`src/rtl/weight_loader_if.sv`:
```
// Weight byte stream handshake plus the shared bank write port driven by weight_loader.
interface weight_loader_if #(
  parameter int unsigned ADDR_WIDTH = 11,
  parameter int unsigned DATA_WIDTH = 8,
  parameter int unsigned NUM_BANKS  = 8
);
  logic [DATA_WIDTH-1:0] s_data;
  logic                  s_valid;
  logic                  s_ready;
  logic [NUM_BANKS-1:0]  bank_csen;
  logic                  bank_wren;
  logic [ADDR_WIDTH-1:0] bank_addr;
  logic [DATA_WIDTH-1:0] bank_data;

  modport master (
    output s_data, s_valid,
    input  s_ready, bank_csen, bank_wren, bank_addr, bank_data
  );

  modport slave (
    input  s_data, s_valid,
    output s_ready, bank_csen, bank_wren, bank_addr, bank_data
  );
endinterface

```
`src/rtl/weight_loader.sv`:
```
// Weight-fill engine: de-interleaves a byte stream round-robin into NUM_BANKS bank write ports.
// Optional WEIGHT_LOADER_CHECKSUM_EN adds a 16-bit running byte sum on the checksum output.
module weight_loader #(
  parameter int unsigned ADDR_WIDTH = 11,
  parameter int unsigned DATA_WIDTH = 8,
  parameter int unsigned NUM_BANKS  = 8
) (
  input  logic                  clk,
  input  logic                  rst,
  input  logic                  start,
  input  logic [3:0]            layer_id,
  input  logic [ADDR_WIDTH:0]   words_per_bank,
  weight_loader_if.slave        bus,
  output logic [3:0]            layer2weight_cnt,
  output logic                  busy,
  output logic                  done,
  output logic [15:0]           checksum
);
  localparam int unsigned BANK_BITS = $clog2(NUM_BANKS);
  localparam int unsigned K_WIDTH   = ADDR_WIDTH + BANK_BITS + 1;
  localparam int unsigned N_WIDTH   = ADDR_WIDTH + 1;
  localparam logic [N_WIDTH-1:0] DEPTH = N_WIDTH'(1) << ADDR_WIDTH;

  typedef enum logic [1:0] {IDLE, LOAD, DONE} state_t;

  state_t             state;
  logic [K_WIDTH-1:0] k;
  logic [K_WIDTH-1:0] last_k;
  logic [N_WIDTH-1:0] n_clamp;
  logic               beat;

  // Requests larger than a bank are clamped to the bank depth.
  assign n_clamp = (words_per_bank > DEPTH) ? DEPTH : words_per_bank;
  assign beat    = bus.s_valid && bus.s_ready;

  always_ff @(posedge clk) begin
    if (rst) begin
      state            <= IDLE;
      k                <= '0;
      last_k           <= '0;
      bus.s_ready      <= 1'b0;
      bus.bank_csen    <= '0;
      bus.bank_wren    <= 1'b0;
      bus.bank_addr    <= '0;
      bus.bank_data    <= DATA_WIDTH'(0);
      layer2weight_cnt <= '0;
      busy             <= 1'b0;
      done             <= 1'b0;
    end else begin
      bus.bank_csen <= '0;
      bus.bank_wren <= 1'b0;
      bus.bank_addr <= '0;
      bus.bank_data <= DATA_WIDTH'(0);
      done          <= 1'b0;
      unique case (state)
        IDLE: begin
          if (start) begin
            layer2weight_cnt <= layer_id;
            k                <= '0;
            last_k           <= (K_WIDTH'(n_clamp) << BANK_BITS) - K_WIDTH'(1);
            busy             <= 1'b1;
            if (n_clamp == '0) begin
              state <= DONE;
              done  <= 1'b1;
            end else begin
              state       <= LOAD;
              bus.s_ready <= 1'b1;
            end
          end
        end
        LOAD: begin
          if (beat) begin
            // Low bits of the beat count pick the bank, the rest the address.
            bus.bank_wren <= 1'b1;
            bus.bank_csen <= NUM_BANKS'(1) << k[BANK_BITS-1:0];
            bus.bank_addr <= k[BANK_BITS +: ADDR_WIDTH];
            bus.bank_data <= bus.s_data;
            k             <= k + K_WIDTH'(1);
            if (k == last_k) begin
              state       <= DONE;
              bus.s_ready <= 1'b0;
              done        <= 1'b1;
            end
          end
        end
        DONE: begin
          state <= IDLE;
          busy  <= 1'b0;
        end
        default: state <= IDLE;
      endcase
    end
  end

`ifdef WEIGHT_LOADER_CHECKSUM_EN
  logic [15:0] sum_q;

  always_ff @(posedge clk) begin
    if (rst) begin
      sum_q <= '0;
    end else if (state == IDLE && start) begin
      sum_q <= '0;
    end else if (beat) begin
      sum_q <= sum_q + 16'(bus.s_data);
    end
  end

  assign checksum = sum_q;
`else
  assign checksum = 16'h0000;
`endif

endmodule
```
`src/flat_wrapper.sv`:
```
// flat-port wrapper written by rule: the top's interface ports become plain ports
module weight_loader_flat 
#(
  parameter int unsigned ADDR_WIDTH = 11,
  parameter int unsigned DATA_WIDTH = 8,
  parameter int unsigned NUM_BANKS  = 8
)
  (clk, rst, start, layer_id, words_per_bank, layer2weight_cnt, busy, done, checksum, bus_s_data, bus_s_valid, bus_s_ready, bus_bank_csen, bus_bank_wren, bus_bank_addr, bus_bank_data);
  weight_loader_if #(.ADDR_WIDTH(ADDR_WIDTH), .DATA_WIDTH(DATA_WIDTH), .NUM_BANKS(NUM_BANKS)) bus_i ();
  input  logic clk;
  input  logic rst;
  input  logic start;
  input  logic [3:0] layer_id;
  input  logic [ADDR_WIDTH:0] words_per_bank;
  output logic [3:0] layer2weight_cnt;
  output logic busy;
  output logic done;
  output logic [15:0] checksum;
  input wire logic [$bits(bus_i.s_data)-1:0] bus_s_data;
  input wire logic [$bits(bus_i.s_valid)-1:0] bus_s_valid;
  output wire logic [$bits(bus_i.s_ready)-1:0] bus_s_ready;
  output wire logic [$bits(bus_i.bank_csen)-1:0] bus_bank_csen;
  output wire logic [$bits(bus_i.bank_wren)-1:0] bus_bank_wren;
  output wire logic [$bits(bus_i.bank_addr)-1:0] bus_bank_addr;
  output wire logic [$bits(bus_i.bank_data)-1:0] bus_bank_data;
  assign bus_i.s_data = bus_s_data;
  assign bus_i.s_valid = bus_s_valid;
  assign bus_s_ready = bus_i.s_ready;
  assign bus_bank_csen = bus_i.bank_csen;
  assign bus_bank_wren = bus_i.bank_wren;
  assign bus_bank_addr = bus_i.bank_addr;
  assign bus_bank_data = bus_i.bank_data;
  weight_loader #(.ADDR_WIDTH(ADDR_WIDTH), .DATA_WIDTH(DATA_WIDTH), .NUM_BANKS(NUM_BANKS)) u_core (.clk(clk), .rst(rst), .start(start), .layer_id(layer_id), .words_per_bank(words_per_bank), .bus(bus_i), .layer2weight_cnt(layer2weight_cnt), .busy(busy), .done(done), .checksum(checksum));
endmodule
```
`config.mk`:
```
export PLATFORM = sky130hd
export DESIGN_NAME = weight_loader_flat
export DESIGN_NICKNAME = d
export VERILOG_FILES = /design/src/rtl/weight_loader_if.sv /design/src/rtl/weight_loader.sv /design/src/flat_wrapper.sv
export SDC_FILE = /design/constraint.sdc
export NUM_CORES = 1
export LEC_CHECK = 0
export CAP_MARGIN = 20
export CELL_PAD_IN_SITES_DETAIL_PLACEMENT = 1
export CELL_PAD_IN_SITES_GLOBAL_PLACEMENT = 2
export CORE_UTILIZATION = 28
export CTS_CLUSTER_DIAMETER = 40
export DETAILED_ROUTE_END_ITERATION = 10
export GPL_TIMING_DRIVEN = 0
export MAX_ROUTING_LAYER = met4
export PLACE_DENSITY = 0.77
export SETUP_SLACK_MARGIN = 0.4
export SYNTH_ARGS = -nofsm -noshare
export SYNTH_HDL_FRONTEND = slang
export SYNTH_SLANG_ARGS = --single-unit
```
`constraint.sdc`:
```
create_clock -name clk -period 2.3 [get_ports clk]
set_clock_uncertainty 0.1 [all_clocks]
set_input_delay 0.23 -clock clk [delete_from_list [all_inputs] [get_ports clk]]
set_output_delay 0.23 -clock clk [all_outputs]
set_load 0.05 [all_outputs]
```
After elaboration in Yosys (flattened, before gate mapping)
Cells that the tools add are included.
W data, S select, Z words.
Word-level totals
  output and inout bits: 51
  flip-flop bits (word level): 67
  input port bits: 28
  word-level logic and storage cells: 58
Operators by class
  mux-type cells: 22
  reductions and logical operators: 12
  order comparisons: 1
  $add $sub $neg: 2
  equal/unequal tests: 7
  shift operators: 1
  bitwise gates (word level): 2
Operators with widths (count)
  $mux W15: 2
  $pmux W15 S2: 1
  $add A15 B1 Y15 const B: 1
  $eq A15 B15 Y1: 1
  $sub A15 B1 Y15 const B: 1
  $gt A12 B12 Y1 const B: 1
  $logic_not A12 Y1: 1
  $mux W12: 1
  $mux W1: 10
  $mux W2: 4
  $shl A1 B3 Y8 const A: 1
  $pmux W1 S2: 3
  $reduce_and A3 Y1: 2
  $reduce_and A5 Y1: 1
  $ne A2 B1 Y1 const B: 2
  $ne A2 B2 Y1 const B: 2
  $pmux W2 S2: 1
  $reduce_and A2 Y1: 2
  $reduce_bool A2 Y1: 2
  $reduce_or A3 Y1: 1
  $eq A2 B1 Y1 const B: 1
  $eq A2 B2 Y1 const B: 1
  $logic_not A2 Y1: 1
  $not A1 Y1: 2
  2 further kinds: 2

Depth between registers and ports, before layout
Gate-level depths: netlist of the first run.
  word-level depth: 6
  gate-level depth with buffers: 9
  gate-level depth less buffers: 7

Least setup slack after synthesis of the first run
OpenSTA, ideal clock, no wires.
  path type: register -> register
  from: register u_core.bus.s_ready
  to: register u_core.k[13]
  buffers on the path: 0
  period minus slack after synthesis: 2.119 ns
  setup slack: 0.181 ns
  data arrival time: 1.891 ns
  cell stages (with the launch flop): 6
  setup time: 0.128 ns
  required time: 2.072 ns
  path through: dfxtp_1 -> nand3_1 -> a211oi_1 -> nand4_1 -> xor2_1 -> nor2_1
On the way
  longest elaborated chain between the ends: 3
Ends and longest elaborated chain
  start, declared: RTL line weight_loader_if.sv:22  | output s_ready, bank_csen, bank_wren, bank_addr, bank_data
  start signal, assigned: RTL line weight_loader.sv:41  | bus.s_ready <= 1'b0;
  start signal, assigned: RTL line weight_loader.sv:67  | bus.s_ready <= 1'b1;
  start signal, assigned: RTL line weight_loader.sv:81  | bus.s_ready <= 1'b0;
  $logic_and A1 B1 Y1: RTL line weight_loader.sv:34  | assign beat = bus.s_valid && bus.s_ready;
  $ne A2 B1 Y1 (no line)
  $reduce_and A3 Y1 (no line)
  end signal, assigned: RTL line weight_loader.sv:78  | k <= k + K_WIDTH'(1);
  end, declared: RTL line weight_loader.sv:27  | logic [K_WIDTH-1:0] k;
Every way passes these cells.
A chain may end at the register's enable or synchronous reset.

Worst setup path in the final report of the first run
  from: input words_per_bank[4]
  to: register u_core.last_k[12]
On the way
  longest elaborated chain between the ends: 3
Ends and longest elaborated chain
  start, declared: RTL line flat_wrapper.sv:14  | input logic [ADDR_WIDTH:0] words_per_bank;
  $gt A12 B12 Y1: RTL line weight_loader.sv:33  | assign n_clamp = (words_per_bank > DEPTH) ? DEPTH : words_per_bank;
  $mux W12 *: RTL line weight_loader.sv:33
  $sub A15 B1 Y15 *: RTL line weight_loader.sv:60  | last_k <= (K_WIDTH'(n_clamp) << BANK_BITS) - K_WIDTH'(1);
  end signal, assigned: RTL line weight_loader.sv:60
  end, declared: RTL line weight_loader.sv:28  | logic [K_WIDTH-1:0] last_k;
Every way passes the cells marked *; elsewhere a longest branch is shown, timed or not.

==> results of run 1 <==
area by class of cell:
class,count,area [µm²]
buffer,30,186.4
sequential,65,1304
clock inverter,3,17.52
fill,1123,5544
inverter,7,26.28
tap,129,161.4
clock buffer,12,145.1
timing repair buffer,65,644.4
multi-input combinational,221,1386
stage by stage:
stage                     hold slack (ns)  cells
after floorplan                    0.2388    323
after global placement             0.3447    514
after detailed placement           0.3554    514
after CTS                          0.2961    532
after global routing               0.2844    532
final                              0.2469    532
sequential cells by signal, summed over array words and instances (netlist names):
name and count:
u_core.k 15, u_core.bus.bank_addr 11, u_core.bus.s_ready 1, u_core.bus.bank_data 8
u_core.bus.bank_wren 1, u_core.last_k 13, u_core.layer2weight_cnt 4, u_core.busy 1
u_core.state 2, u_core.done 1, u_core.bus.bank_csen 8
kinds of logic (layout without fill, tap and decap cells):
group | count (synthesis) | after routing
compound gates | 34 | 34
xor+xnor | 31 | 31
fa+ha+maj | 6 | 6
buf+inv | 37 | 117
flops | 65 | 65
mux | 1 | 1
other cells | 1 | 16
simple gates | 133 | 133
metal layers:
layer / GRT usage [%] / wire [µm] / share of wire [%] / up-vias
met4: 6.020 / 116 / 1.8 / 0
met2: 22.61 / 3006 / 45 / 63
met3: 3.520 / 345 / 5.2 / 11
met5: - / 0 / 0 / -
met1: 17.35 / 3139 / 48 / 1053
li1: - / - / - / 1181
final timing paths:
path	cells past startpoint	slack, ns	endpoint	start
max	6	0.44	u_core.last_k[12]	words_per_bank[4]
min	2	0.25	u_core.last_k[3]	words_per_bank[0]
max reg2reg	5	0.47	u_core.last_k[8]	u_core.state[0]
min reg2reg	2	0.36	u_core.layer2weight_cnt[0]	u_core.layer2weight_cnt[0]
worst reg2reg max path, cell delays in order (launching register included):
cell	delay, ns
dfxtp_1	0.35
nand2b_2	0.29
or2_2	0.33
clkbuf_2	0.22
nor3_1	0.32
nor3_1	0.08
cells in the final DEF (no fill, tap or decap), types with 3 or more instances in the layout:
cell	instances
a211oi_1	3
a211oi_2	3
a21oi_1	10
a311oi_1	3
a31oi_1	3
and2_1	25
and3_1	5
buf_4	19
clkbuf_1	7
clkbuf_2	7
clkbuf_8	10
clkdlybuf4s50_1	55
conb_1	16
dfxtp_1	63
dlygate4sd2_1	3
ha_1	6
inv_1	7
nand2_1	23
nand3_1	6
nand4_1	7
nor2_1	40
nor3_1	8
nor4_1	5
xnor2_1	7
xor2_1	24
power by group:
group | switching, mW | total (mW) | internal, mW
clock | 0.405 | 0.816 | 0.411
combinational | 0.225 | 0.364 | 0.139
sequential | 0.0254 | 1.19 | 1.16
what timing repair did:
item / in CTS / in global routing
setup buffers: 3 / 0
gates resized for setup: 16 / 20
pin swaps: 5 / 2
setup endpoints to repair: 42 / 50
==> impl_metrics.py, run 1 <==
metrics = {
    "clocking": {
        "cts_tree": "built",
        "clock_tree.htree_level_count": 3,
        "path_clk_slew_ns": 0.07,
        "insertion_delay_ns": 0.33,
        "root_buffer": "clkbuf_8",
        "clockBufferDepth": 2,
        "holdBufCountCts": 0,
        "cts.sinks": 65,
        "cts_buffers": 9,
    },
    "floorplan": {
        "num_io_pins": 79,
        "row_count": 35,
        "core_um2": 9415,
        "die_area_um2": 10280,
        "die_x_um": 101.4,
        "initial_utilization_pct": 29.37,
        "die_height_um": 101.4,
    },
    "worst_setup_path": {
        "cp.buffers_inverters": 1,
        "endpoint_kind": "register",
        "cp.arrival_ns": 1.96,
        "cp_max_fo": 4,
        "start_kind": "input pin",
        "critPathKind": "input pin to register",
        "cp.required_ns": 2.40,
        "critPathMostFrequentCell": "or4_4",
        "slowest_delay_ns": 0.52,
        "critPathTopFamily": "simple AND/OR/NAND/NOR gates",
        "cp_slowest_cell": "or4_4",
        "cp_cell_sequence": "dlygate4sd2_1 -> or4_4 -> or4_4 -> nor3_4 -> xnor2_1 -> a211oi_2",
    },
    "layout": {
        "final_util_pct": 41.12,
        "final_area_um2": 3871,
        "antenna_cells": 0,
        "nets": 433,
        "drive_above_1_share_pct": 14.64,
        "area_delta_synth_final_pct": 40.00,
    },
    "placement": {
        "post-dp-hpwl_um": 5032,
        "portBuffers": 62,
        "finalWeightedCongestion": 0.8200,
        "dp_slack_ns": -0.3783,
        "dpl_cell_area_um2": 3615,
    },
    "yosys": {
        "ys_ff_latch": 65,
        "synth_top_family_by_area": "simple AND/OR/NAND/NOR gates",
        "synth_top_area_cell": "dfxtp_1",
        "synthTopCellsByCount": "65 x dfxtp_1, 41 x nor2_1, 25 x and2_1, 24 x xor2_1, 23 x nand2_1",
        "async_flop_share_pct": 0,
        "synth_top_area_share_pct": 47.06,
        "synth-simple-area-share_pct": 24.39,
        "synthMuxAreaShare_pct": 0.3620,
        "ys_seq_area_share_pct": 47.06,
        "synthDistinctLibCells": 36,
        "synthXorXnorAreaFrac_pct": 9.819,
        "synth-compound-area-share_pct": 8.326,
        "synth_edf_count": 0,
        "yosysMostFrequentCell": "dfxtp_1",
        "netlist_area_um2": 2765,
        "synthTopCellsByArea": "dfxtp_1 47%, xor2_1 7.6%, and2_1 5.7%, nor2_1 5.6%, buf_4 4.3%",
        "ys_warn_count": 0,
        "synth_fa_ha_area_share_pct": 2.715,
        "synth_area_per_cell_um2": 8.978,
        "ys.flop_type": "dfxtp_1",
        "synthCells": 308,
    },
    "sta": {
        "setup_tns_ns": 0,
        "max_freq_mhz": 538.7,
        "rsz0062_at_grt": "true",
        "slew_viol_final": 0,
        "tightest_slew_ns": 0.5264,
        "min_period_over_period_pct": 80.71,
        "worst_slack_ns": 0.4437,
        "maxSlewHeadroom_pct": 64.59,
        "period_minus_slack_ns": 1.856,
        "finalHoldViolations": 0,
        "setup_viol": 0,
    },
    "routing": {
        "drc": 0,
        "via_per_inst": 4.338,
        "ant_nets": 0,
        "vias": 2308,
        "drt_iter0_drc": 41,
        "dr.pass1.iters": 4,
        "wirelength_um": 6607,
        "wire_per_inst_um": 12.42,
    },
    "power": {
        "total_power_mw": 2.365,
        "pwr_density_cell_nw_per_um2": 611.0,
        "ir_drop_mv": 0.2983,
        "p_leak_nw": 1.574,
    },
    "grt": {
        "grt_pass1_wl_um": 11050,
        "grt_use_total_pct": 14.31,
        "grt_max_degree": 11,
        "antenna_found_initial": 0,
        "grt_remaining_overflow": 0,
        "grt_pass1_vias": 2268,
    },
    "worst_hold_path": {
        "hp-class": "input pin to register",
    },
    "status": {
        "run_status": "finished clean",
    },
    "run": {
        "maxCapViolCount": 0,
    },
}
Power figures use the tool's default switching activity.
==> run 2, diff against run 1 <==
Clock period 2.3 ns to 1.8 ns, I/O delays scaled along.
==> run 2 against run 1 <==
Against the previous run:
- via count grew 6.7%
- cell count grew 5.1%
- sequential power grew 27%
- die area is the same
- combinational power grew 79%
- non-clock buffer count grew 26
- routed wire length grew 16%
- critical path depth is the same
- power grew 45%
- cell area grew 21%
- largest power group unchanged
==> impl_metrics.py, run 2 (synthesized netlist as in run 1, its figures left out) <==
metrics = {
    "status": {
        "run_status": "finished clean",
    },
    "worst_setup_path": {
        "critPathKind": "register to register",
        "endpoint_kind": "register",
        "cp_max_fo": 5,
        "start_kind": "register",
        "cp.arrival_ns": 1.83,
        "cp.required_ns": 1.98,
    },
    "routing": {
        "vias": 2462,
        "drc": 0,
        "drt_iter0_drc": 47,
        "wirelength_um": 7667,
        "ant_nets": 0,
        "dr.pass1.iters": 4,
        "wire_per_inst_um": 13.72,
        "via_per_inst": 4.404,
    },
    "grt": {
        "grt_pass1_wl_um": 11790,
        "busiest_layer": "met2",
        "met2_usage_pct": 25.59,
        "grtUsageMet3_pct": 2.830,
        "grt_max_degree": 12,
        "antenna_found_initial": 0,
        "grtUsageMet1_pct": 18.49,
        "grt_remaining_overflow": 0,
        "grt_use_total_pct": 15.46,
        "grt_pass1_vias": 2418,
    },
    "sta": {
        "tightest_slew_ns": 0.6564,
        "setup_viol": 0,
        "maxSlewHeadroom_pct": 56.24,
        "period_minus_slack_ns": 1.648,
        "min_period_over_period_pct": 91.55,
        "slew_viol_final": 0,
        "max_freq_mhz": 606.8,
        "rsz0062_at_grt": "true",
        "finalHoldViolations": 0,
    },
    "power": {
        "seqPwrFrac_pct": 44.3,
        "power_frac_comb_pct": 19.0,
        "pwr_density_cell_nw_per_um2": 733.5,
        "p_leak_nw": 1.893,
        "power.share.switching_pct": 28.02,
        "ir_drop_mv": 0.3598,
        "p_switching_mw": 0.9588,
        "p_clk_share_pct": 36.7,
        "intPower_mw": 2.464,
    },
    "layout": {
        "final_cell_mix": "53 x dfxtp_1, 35 x clkdlybuf4s15_2, 32 x nor2_1, 32 x buf_4, 25 x and2_1",
        "top_regs": "u_core.k x15, u_core.last_k x13, u_core.bus.bank_addr x11",
        "antenna_cells": 0,
        "largest_reg_flops": 15,
        "multi_input_area_um2": 1680,
        "final_cells": 559,
        "nets": 459,
        "fillerInstances": 1060,
        "regMostFlops": "u_core.k",
        "final_common_cell": "dfxtp_1",
        "final_util_pct": 49.55,
        "area_delta_synth_final_pct": 68.73,
        "drive_above_1_share_pct": 44.19,
        "register_area_um2": 1331,
    },
    "clocking": {
        "holdBufCountCts": 0,
        "clockBufferDepth": 2,
        "insertion_delay_ns": 0.34,
        "path_clk_slew_ns": 0.07,
        "clock_tree.htree_level_count": 3,
        "cts_buffers": 9,
        "root_buffer": "clkbuf_8",
        "cts_tree": "built",
        "cts.sinks": 65,
    },
    "floorplan": {
        "die_area_um2": 10280,
        "die_x_um": 101.4,
        "die_height_um": 101.4,
        "num_io_pins": 79,
        "core_um2": 9415,
        "initial_utilization_pct": 29.37,
        "row_count": 35,
    },
    "placement": {
        "dp.cells": 514,
        "finalWeightedCongestion": 0.7736,
        "post-dp-hpwl_um": 5011,
        "portBuffers": 62,
    },
    "worst_hold_path": {
        "hp-class": "input pin to register",
    },
    "run": {
        "maxCapViolCount": 0,
    },
}
## run 2: changes by cell type in the layout (fill, tap and decap cells not counted), sizes merged
cell	delta
dlygate4sd2	-2
clkbuf	-4
clkdlybuf4s50	-37
clkdlybuf4s15	+34
clkinvlp	+1
clkinv	-1
buf	+36
## run 2: path summary, 6_finish.rpt
path / startpoint / to / depth (start not counted) / slack [ns]
hold reg to reg: u_core.layer2weight_cnt[2] / u_core.layer2weight_cnt[2] / 2 / 0.37
hold / removal: words_per_bank[3] / u_core.last_k[6] / 3 / 0.1
setup reg to reg: u_core.k[11] / u_core.state[1] / 6 / 0.15
setup / recovery: u_core.k[11] / u_core.state[1] / 6 / 0.15
## run 2: worst max-delay path, cell delays in order (launching register included)
cell     delay [ns]
dfxtp_4        0.37
xor2_1         0.16
nor4_1         0.28
nand4_1        0.21
buf_4          0.20
o22ai_1        0.13
and2_1         0.14
## run 2: power by group through the flow
stage | logic, mW | clock network (mW) | registers, mW
2_1_floorplan | 0.272 | 0 | 1.59
3_3_place_gp | 0.465 | 0 | 1.55
3_5_place_dp | 0.469 | 0 | 1.55
4_1_cts | 0.539 | 1.28 | 1.51
5_1_grt | 0.697 | 1.37 | 1.52
6_report | 0.651 | 1.26 | 1.51
## run 2: what timing repair did
| action | 4_1_cts | 5_1_grt |
|---|---|---|
| gates resized for setup | 196 | 67 |
| setup buffers | 15 | 11 |
| pin swaps | 20 | 39 |
| endpoints found under the setup margin | 93 | 55 |
| hold endpoints to repair | 0 | 0 |
| cloned | 0 | 3 |
## run 2: area by class of cell
class                      instances  share of cell area, %
inverter                           7                 0.5632
clock inverter                     3                 0.4291
tap                              129                  3.459
clock buffer                      13                  4.076
timing repair buffer              91                  20.62
buffer                            30                  6.302
multi-input combinational        221                  36.02
sequential                        65                  28.53
## run 2: metrics by stage
stage | hold slack, ns | total power, mW | setup WS (ns) | TNS [ns] | instance area [µm²]
2_1_floorplan | 0.1888 | 1.857 | 0.03289 | 0 | 2907
3_3_place_gp | 0.3454 | 2.012 | -0.6796 | -10.46 | 3689
3_5_place_dp | 0.3515 | 2.018 | -0.7659 | -10.45 | 3689
4_1_cts | 0.06795 | 3.333 | 0.1069 | 0 | 4295
5_1_grt | 0.1149 | 3.584 | 0.09064 | 0 | 4666
6_report | 0.09804 | 3.422 | 0.1521 | 0 | 4666
## run 2: per-layer routing
| layer | vias to the layer above | wire length [µm] |
|---|---|---|
| li1 | 1239 | - |
| met1 | 1147 | 3461 |
| met2 | 68 | 3745 |
| met3 | 8 | 347 |
| met4 | 0 | 113 |
| met5 | - | 0 |
==> run 3, diff against run 2 <==
Settings changed: HOLD_SLACK_MARGIN set to 0.1.
==> run 3 against run 2 <==
Against the previous run:
- utilization increased by 0.11 points
- critical path type unchanged
- sequential share of layout area decreased by 0.061 points
- cell count increased by 0.18%
- register-to-register slack about the same
- worst setup slack improved by 0.0026 ns
==> impl_metrics.py, run 3 (synthesized netlist as in run 1, its figures left out) <==
metrics = {
    "status": {
        "run_status": "finished clean",
    },
    "placement": {
        "finalWeightedCongestion": 0.7736,
        "portBuffers": 62,
        "dp_slack_ns": -0.7659,
        "dp.cells": 514,
        "post-dp-hpwl_um": 5011,
    },
    "sta": {
        "period_minus_slack_ns": 1.645,
        "setup_viol": 0,
        "finalHoldViolations": 0,
        "slew_viol_final": 0,
        "tightest_slew_ns": 0.6493,
        "min_period_over_period_pct": 91.41,
        "max_freq_mhz": 607.8,
        "rsz0062_at_grt": "true",
        "worst_slack_ns": 0.1547,
        "maxSlewHeadroom_pct": 56.72,
        "holdWs_ns": 0.1369,
    },
    "routing": {
        "ant_nets": 0,
        "wirelength_um": 7652,
        "dr.max_layer_used": "met4",
        "wl_met1_um": 3436,
        "wire_per_inst_um": 13.66,
        "vias": 2471,
        "wl_met2_um": 3757,
        "dr.pass1.iters": 4,
        "drc": 0,
        "wl_met3_um": 345,
        "via_per_inst": 4.413,
        "drt_iter0_drc": 39,
    },
    "layout": {
        "final_cell_mix": "53 x dfxtp_1, 35 x clkdlybuf4s15_2, 32 x nor2_1, 32 x buf_4, 25 x and2_1",
        "final_cells": 560,
        "top_regs": "u_core.k x15, u_core.last_k x13, u_core.bus.bank_addr x11",
        "area_delta_synth_final_pct": 69.09,
        "drive_above_1_share_pct": 44.08,
        "regMostFlops": "u_core.k",
        "largest_reg_flops": 15,
        "fillerInstances": 1058,
        "final_util_pct": 49.66,
        "antenna_cells": 0,
        "nets": 460,
        "final_common_cell": "dfxtp_1",
    },
    "floorplan": {
        "die_height_um": 101.4,
        "die_x_um": 101.4,
        "row_count": 35,
        "initial_utilization_pct": 29.37,
        "num_io_pins": 79,
        "core_um2": 9415,
        "die_area_um2": 10280,
    },
    "worst_setup_path": {
        "cp_max_fo": 5,
        "critPathKind": "register to register",
        "cp.arrival_ns": 1.83,
        "cp.required_ns": 1.98,
        "reg2reg_slack_ns": 0.15,
        "worstReg2RegEnd": "u_core.state[1]",
        "endpoint_kind": "register",
        "reg2reg_from": "u_core.k[11]",
        "r2r_cells": 6,
        "start_kind": "register",
    },
    "clocking": {
        "cts_tree": "built",
        "cts_buffers": 9,
        "root_buffer": "clkbuf_8",
        "clock_tree.htree_level_count": 3,
        "insertion_delay_ns": 0.34,
        "cts.sinks": 65,
        "path_clk_slew_ns": 0.07,
        "clockBufferDepth": 2,
    },
    "grt": {
        "grt_use_total_pct": 15.50,
        "grt_remaining_overflow": 0,
        "grt_pass1_vias": 2423,
        "grt_pass1_wl_um": 11810,
        "grt_max_degree": 12,
        "antenna_found_initial": 0,
    },
    "worst_hold_path": {
        "hold_path_end": "u_core.last_k[6]",
        "hold_depth": 3,
        "hp-start": "words_per_bank[11]",
        "hp-class": "input pin to register",
    },
    "power": {
        "p_leak_nw": 1.897,
        "pwr_density_cell_nw_per_um2": 732.6,
        "total_power_mw": 3.426,
        "ir_drop_mv": 0.3616,
    },
    "run": {
        "maxCapViolCount": 0,
    },
}
-- run 3: changes by cell type in the layout (fill, tap and decap cells not counted), sizes merged --
cell / change
dlygate4sd3: +1
-- run 3: routing by layer --
layer | up-vias | GRT usage, %
li1 | 1242 | -
met1 | 1152 | 18.45
met2 | 69 | 25.75
met3 | 8 | 2.830
met4 | 0 | 6.355
met5 | - | -
-- run 3: worst max-delay path by stage --
stage / startpoint / slack [ns] / endpoint
final: u_core.k[11] / 0.15 / u_core.state[1]
after floorplan: words_per_bank[2] / 0.03 / u_core.last_k[12]
after detailed placement: words_per_bank[11] / -0.77 / u_core.last_k[7]
after CTS: words_per_bank[5] / 0.11 / u_core.last_k[12]
after global routing: u_core.state[0] / 0.09 / u_core.last_k[7]
after global placement: words_per_bank[11] / -0.68 / u_core.last_k[7]
-- run 3: area by class of cell --
| type | instances | area, µm² | area share [%] |
|---|---|---|---|
| multi-input cells | 221 | 1680 | 35.94 |
| inverters | 7 | 26.28 | 0.5619 |
| well taps | 129 | 161.4 | 3.452 |
| plain buffers | 30 | 294.0 | 6.288 |
| flip-flops and latches | 65 | 1331 | 28.47 |
| clock inverters | 3 | 20.02 | 0.4282 |
| clock buffers | 13 | 190.2 | 4.067 |
| repair buffers | 92 | 972.2 | 20.79 |
-- run 3: worst max-delay path, stage by stage (launching register included) --
cell and delay [ns]:
dfxtp_4 0.37, xor2_1 0.16, nor4_1 0.28, nand4_1 0.21, buf_4 0.20, o22ai_1 0.13, and2_1 0.14
-- run 3: metrics by stage --
| stage | setup TNS (ns) | instance area (µm²) |
|---|---|---|
| global placement | -10.46 | 3689 |
| global route | 0 | 4676 |
| finish | 0 | 4676 |
| detailed placement | -10.45 | 3689 |
| CTS | 0 | 4305 |
| floorplan | 0 | 2907 |
-- run 3: power breakdown --
part	total, mW	leakage (nW)	internal (mW)	switching, mW
clock	1.26	0.103	0.695	0.563
sequential	1.52	0.535	1.48	0.0381
combinational	0.652	1.26	0.293	0.359
total	3.43	1.90	2.46	0.961
-- run 3: what timing repair did --
item | CTS | global route
hold buffers | 1 | 0
buffers inserted | 15 | 11
endpoints found under the setup margin | 93 | 55
pin swaps | 20 | 39
cloned | 0 | 3
gates resized for setup | 196 | 67
endpoints found under the hold margin | 1 | 0
==> RTL edit 1 (config.mk and constraints of run 2) <==
The option `WEIGHT_LOADER_CHECKSUM_EN` is turned on by a define.
--- a/src/rtl/weight_loader.sv
+++ b/src/rtl/weight_loader.sv
@@ -1,5 +1,7 @@
 // Weight-fill engine: de-interleaves a byte stream round-robin into NUM_BANKS bank write ports.
 // Optional WEIGHT_LOADER_CHECKSUM_EN adds a 16-bit running byte sum on the checksum output.
+`define WEIGHT_LOADER_CHECKSUM_EN
+
 module weight_loader #(
   parameter int unsigned ADDR_WIDTH = 11,
   parameter int unsigned DATA_WIDTH = 8,
Function: changed (Yosys sat finds a counterexample within 4 cycles, from zero or initial values and one cycle with rst high).
==> RTL edit 1 against run 2 <==
- the flow now finishes with violations (DRC, setup timing)
- synthesized area is 37% higher
- non-clock buffer count rose by 23
- worst setup slack got worse by 0.28 ns
- cell area is 40% higher
- power grew 33%
- wire length up 65%
- sequential cell count up 16
- combinational power increased by 24%
- highest routed layer unchanged
==> RTL edit 1: results (changes against run 2) <==
BUFFER_PORTS.INSERTED=78  # was 62
FAILED_CHECKS='DRC, setup timing'
DP.CELLS=685  # was 514
DRT-PASS1-ITER-COUNT=7  # was 4
SYNTH.NET_COUNT=474
FINAL_CELL_COUNT_NO_FILL=745  # was 559
RUN_STATUS='complete, but fails checks'  # was finished clean
DPL-INSTANCE-AREA_MM2=0.00514  # was 0.00369 mm2
GRT_MAX_DEGREE=14  # was 12
WORSTPATHMAXFANOUT=8  # was 5
HOLD-WORST-SLACK_NS=0.133  # was 0.0980 ns
DP.FINAL_HPWL_UM=8070  # was 5010 um
POWER.LEAKAGE_nW=2.49  # was 1.89 nW
GLOBALROUTETOTALUTIL_PCT=17.8  # was 15.5%
MAX_FFS_PER_REGISTER=16  # was 15
CTS.CLK_SLEW.WORST_PATHS_NS=0.06
GRT_PASS1_VIAS=3748  # was 2418
SYNTH_COMMONEST_CELLS='81 x dfxtp_1, 48 x nor2_1, 36 x nand2_1'  # was 65 x dfxtp_1, 41 x nor2_1, 25 x and2_1, 24 x xor2_1, 23 x nand2_1
DRT-WIRELENGTH-PER-CELL_UM=17.0  # was 13.7 um
FINAL_NET_COUNT=608  # was 459
FINAL_CRITICAL_PATH_SETUP_SLACK_NS=-0.130  # was 0.152 ns
INSERTEDDIODECOUNT=0  # unchanged
FIRST_PASS_GRT_WIRE_LENGTH_UM=19200  # was 11800 um
SYNTH_SEQUENTIAL_AREA_RATIO_PCT=42.8  # was 47.1%
GPL.FINAL_WEIGHTED_CONGESTION=0.785  # was 0.774
VIAS_PER_CELL=4.95  # was 4.40
MAX-VDD-IR-DROP_mV=0.425  # was 0.360 mV
NUM-FILL-CELLS=1423  # was 1060
POSTSYNTHAREAPERCELL_UM2=8.78  # was 8.98 um2
CTS_ROOT_BUFFER='clkbuf_16'  # was clkbuf_8
PRECTSSETUPSLACK_NS=-0.692  # was -0.766 ns
SYNTH_AREA_LEADERS='dfxtp_1 43%, xor2_1 5.3%, nor2_1 4.8%'  # was dfxtp_1 47%, xor2_1 7.6%, and2_1 5.7%
CP_DATA_ARRIVAL_TIME_NS=2.08  # was 1.83 ns
SETUP_VIOL=9  # was 0
ROUTE.DETAILED.DRC=2  # was 0
NETLIST-CELL-TYPE-COUNT=51  # was 36
MAX_SLEW_MARGIN_VS_LIMIT_PCT=71.3  # was 56.2%
DR.FIRST_ITER.DRC_COUNT=114  # was 47
RTL edit 1: changes by cell type in the layout (fill, tap and decap cells not counted), sizes merged, moves of 7 or more:
| cell | before | now |
|---|---|---|
| nand3 | 7 | 20 |
| a21oi | 11 | 23 |
| conb | 16 | 0 |
| dlygate4sd2 | 1 | 8 |
| nor2 | 41 | 48 |
| ha | 6 | 14 |
| dfxtp | 65 | 81 |
| nand2 | 23 | 36 |
| nor3 | 11 | 18 |
| buf | 56 | 74 |
RTL edit 1: timing repair:
item / in CTS / in global routing
buffers inserted: 20 / 20
gates cloned: 2 / 3
resized for setup: 255 / 121
pin swaps: 23 / 48
hold buffers: 0 / 0
setup endpoints to repair: 129 / 74
RTL edit 1: kinds of logic (layout without fill, tap and decap cells):
family,after synthesis,after routing,share of synthesized area (%)
AOI/OAI and AO/OA,69,69,12.7
xor gates and xnor gates,35,35,8.10
adders and majority gates,15,15,5.16
buffers and inverters,34,172,4.10
DFF,81,81,42.8
muxes,2,2,0.529
and+or+nand+nor,195,195,26.6
RTL edit 1: worst paths after layout:
| path | start | to | cells past startpoint |
|---|---|---|---|
| worst max-delay path | u_core.checksum[0] | u_core.checksum[12] | 8 |
| worst min-delay path | bus_s_data[1] | u_core.bus.bank_data[1] | 3 |
| worst max register to register | u_core.checksum[0] | u_core.checksum[12] | 8 |
| worst min register to register | u_core.busy | u_core.busy | 2 |
RTL edit 1: layout make-up:
cell class                      count  area, um2  share of cell area [%]
Multi-Input combinational cell    316       2780                    42.5
Sequential cell                    81       1690                    25.9
Timing Repair Buffer              123       1230                    18.9
Clock buffer                       12        289                    4.43
Buffer                             21        249                    3.81
Tap cell                          176        220                    3.37
Inverter                           13       53.8                   0.824
Clock inverter                      3       18.8                   0.288
RTL edit 1: power by group:
group	switching, mW	internal, mW
Sequential	0.0500	1.83
Combinational	0.442	0.367
Clock	0.749	1.13
RTL edit 1: metal layers:
| layer | GRT usage, % | part of all wire [%] |
|---|---|---|
| met1 | 22.4 | 46 |
| met2 | 28.8 | 49 |
| met3 | 3.23 | 2.7 |
| met4 | 5.77 | 1.6 |
| met5 | - | 0 |
RTL edit 1: critical path, stage by stage (launching register included):
cell	delay [ns]
dfxtp_4	0.36
ha_4	0.13
inv_2	0.04
fa_2	0.36
nor2b_4	0.17
o21bai_4	0.09
a31oi_4	0.30
nand4_1	0.17
o311ai_1	0.11
==> RTL edit 2 (settings of run 2) <==
Without the edit above. Register the output `layer2weight_cnt` once more, cleared by the reset; this adds one clock of latency there. The other outputs are not delayed to match.
--- a/src/rtl/weight_loader.sv
+++ b/src/rtl/weight_loader.sv
@@ -23,6 +23,8 @@
 
   typedef enum logic [1:0] {IDLE, LOAD, DONE} state_t;
 
+  logic [3:0] layer2weight_cnt_s0;
+
   state_t             state;
   logic [K_WIDTH-1:0] k;
   logic [K_WIDTH-1:0] last_k;
@@ -43,7 +45,7 @@
       bus.bank_wren    <= 1'b0;
       bus.bank_addr    <= '0;
       bus.bank_data    <= DATA_WIDTH'(0);
-      layer2weight_cnt <= '0;
+      layer2weight_cnt_s0 <= '0;
       busy             <= 1'b0;
       done             <= 1'b0;
     end else begin
@@ -55,7 +57,7 @@
       unique case (state)
         IDLE: begin
           if (start) begin
-            layer2weight_cnt <= layer_id;
+            layer2weight_cnt_s0 <= layer_id;
             k                <= '0;
             last_k           <= (K_WIDTH'(n_clamp) << BANK_BITS) - K_WIDTH'(1);
             busy             <= 1'b1;
@@ -110,4 +112,12 @@
   assign checksum = 16'h0000;
 `endif
 
+  always_ff @(posedge clk) begin
+    if (rst) begin
+      layer2weight_cnt <= '0;
+    end else begin
+      layer2weight_cnt <= layer2weight_cnt_s0;
+    end
+  end
+
 endmodule
Function: changed (Yosys sat finds a counterexample within 4 cycles, from zero or initial values and one cycle with rst high).
==> RTL edit 2 against run 2 <==
- sequential power increased by 8%
- sequential cell count increased by 4
- die area increased by 7.3%
- critical path depth decreased by 1
- worst setup slack got worse by 0.060 ns
- cell area increased by 8.1%
- synthesized area increased by 7.5%
- first-iteration DRC count increased by 21%
- sequential share of layout area decreased by 0.50 points
- power increased by 11%
- wire length increased by 19%
- critical path type unchanged
- largest power group unchanged
- highest routed layer unchanged
==> RTL edit 2: results (changes against run 2) <==
RUN_STATUS='finished clean'  # unchanged
GROUTE.LAYER.MET2.USAGE_PCT=27.4  # was 25.6%
DR.FIRST_ITER.DRC_COUNT=57  # was 47
SYNTH_SEQUENTIAL_AREA_RATIO_PCT=46.5  # was 47.1%
FIRST_PASS_GRT_WIRE_LENGTH_UM=13400  # was 11800 um
REGTOREGSETUPSLACK_NS=0.09  # was 0.15 ns
WORSTPATHMAXFANOUT=8  # was 5
NETLIST-CELL-TYPE-COUNT=47  # was 36
RR_STARTPOINT='u_core.k[0]'  # was u_core.k[11]
SHARE_OF_SYNTHESIZED_CELL_AREA_IN_FULL_ADDER_HALF_ADDER_AND_MAJORITY_CELLS_PCT=2.53  # was 2.71%
SYNTH_AREA_LEADERS='dfxtp_1 46%, xnor2_1 5.6%, and2_1 5.1%'  # was dfxtp_1 47%, xor2_1 7.6%, and2_1 5.7%
MIN_DELAY_WORST_ENDPOINT='u_core.last_k[8]'  # was u_core.last_k[6]
GRT_PASS1_VIAS=2670  # was 2418
GPL.FINAL_WEIGHTED_CONGESTION=0.807  # was 0.774
TOTAL_SWITCHING_POWER_mW=1.04  # was 959 uW
TIMING_WORST_SLEW_PIN_VALUE_NS=0.496  # was 0.656 ns
NUM-FILL-CELLS=1127  # was 1060
WL_MET1_UM=3800  # was 3460 um
DRT-WIRELENGTH-PER-CELL_UM=15.5  # was 13.7 um
SYNTH_COMMONEST_CELLS='69 x dfxtp_1, 28 x nor2_1, 24 x and2_1, 19 x xnor2_1, 16 x buf_4'  # was 65 x dfxtp_1, 41 x nor2_1, 25 x and2_1, 24 x xor2_1, 23 x nand2_1
DRIVE_ABOVE_1_SHARE_PCT=45.9  # was 44.2%
POWER_COMBINATIONAL_uW=741  # was 651 uW
GRT_USE_MET3_PCT=2.37  # was 2.83%
CP_DATA_ARRIVAL_TIME_NS=1.88  # was 1.83 ns
GRT_MAX_DEGREE=13  # was 12
FINAL_NET_COUNT=482  # was 459
GLOBAL_ROUTE.USAGE.MET1_PCT=18.3  # was 18.5%
RR_WORST_DEPTH=5  # was 6
VIAS_PER_CELL=4.64  # was 4.40
SW_SHARE_PCT=27.2  # was 28.0%
POWER.LEAKAGE_nW=1.95  # was 1.89 nW
MAX-VDD-IR-DROP_mV=0.375  # was 0.360 mV
CRIT-REG2REG-CAPTURE='u_core.k[14]'  # was u_core.state[1]
GLOBALROUTETOTALUTIL_PCT=15.9  # was 15.5%
VIAS=2733  # was 2462
POST_SYNTH_XOR_AREA_FRACTION_PCT=7.07  # was 9.82%
SYNTH_COMPOUND_AREA_SHARE_PCT=10.7  # was 8.33%
[RTL edit 2: how the worst max path moves through the flow]
stage / slack, ns / to / from
final: 0.09 / u_core.k[14] / u_core.k[0]
after global routing: 0.03 / u_core.k[14] / u_core.k[4]
after CTS: 0.05 / u_core.state[1] / u_core.k[10]
after detailed placement: -0.57 / u_core.last_k[11] / words_per_bank[11]
after global placement: -0.61 / u_core.last_k[11] / words_per_bank[11]
after floorplan: 0.11 / u_core.done / u_core.k[10]
[RTL edit 2: final cells by class]
class | instances | share of cell area (%)
multi-input combinational | 224 | 36.4
sequential | 69 | 28.0
timing repair buffer | 107 | 20.7
buffer | 32 | 6.43
tap | 136 | 3.37
clock buffer | 11 | 3.00
clock inverter | 5 | 1.61
inverter | 5 | 0.471
[RTL edit 2: repair_timing]
item,4_1_cts,5_1_grt
pin swaps,28,30
resized for setup,213,55
buffers inserted,17,22
endpoints found under the setup margin,100,61
gates cloned,3,3
[RTL edit 2: worst max-delay path: stages, from the launching register on]
cell and delay (ns):
dfxtp_4 0.38, ha_4 0.16, nand2_4 0.07, a211o_4 0.31, or4_4 0.49, a21oi_2 0.13
[RTL edit 2: logic make-up after synthesis]
logic type	after synthesis
DFF	69
buffers and inverters	37
other	1
muxes	3
xor gates and xnor gates	24
AOI/OAI and AO/OA	43
adders and majority gates	6
and+or+nand+nor	132
[RTL edit 2: stage by stage]
step           utilization (%)  worst slack, ns  instance area (um2)
2_1_floorplan                -            0.113                 3120
3_5_place_dp              37.9           -0.570                 3910
6_report                  48.9           0.0925                 5040
5_1_grt                   48.9           0.0251                 5040
3_3_place_gp              37.9           -0.606                 3910
4_1_cts                   45.3           0.0460                 4670
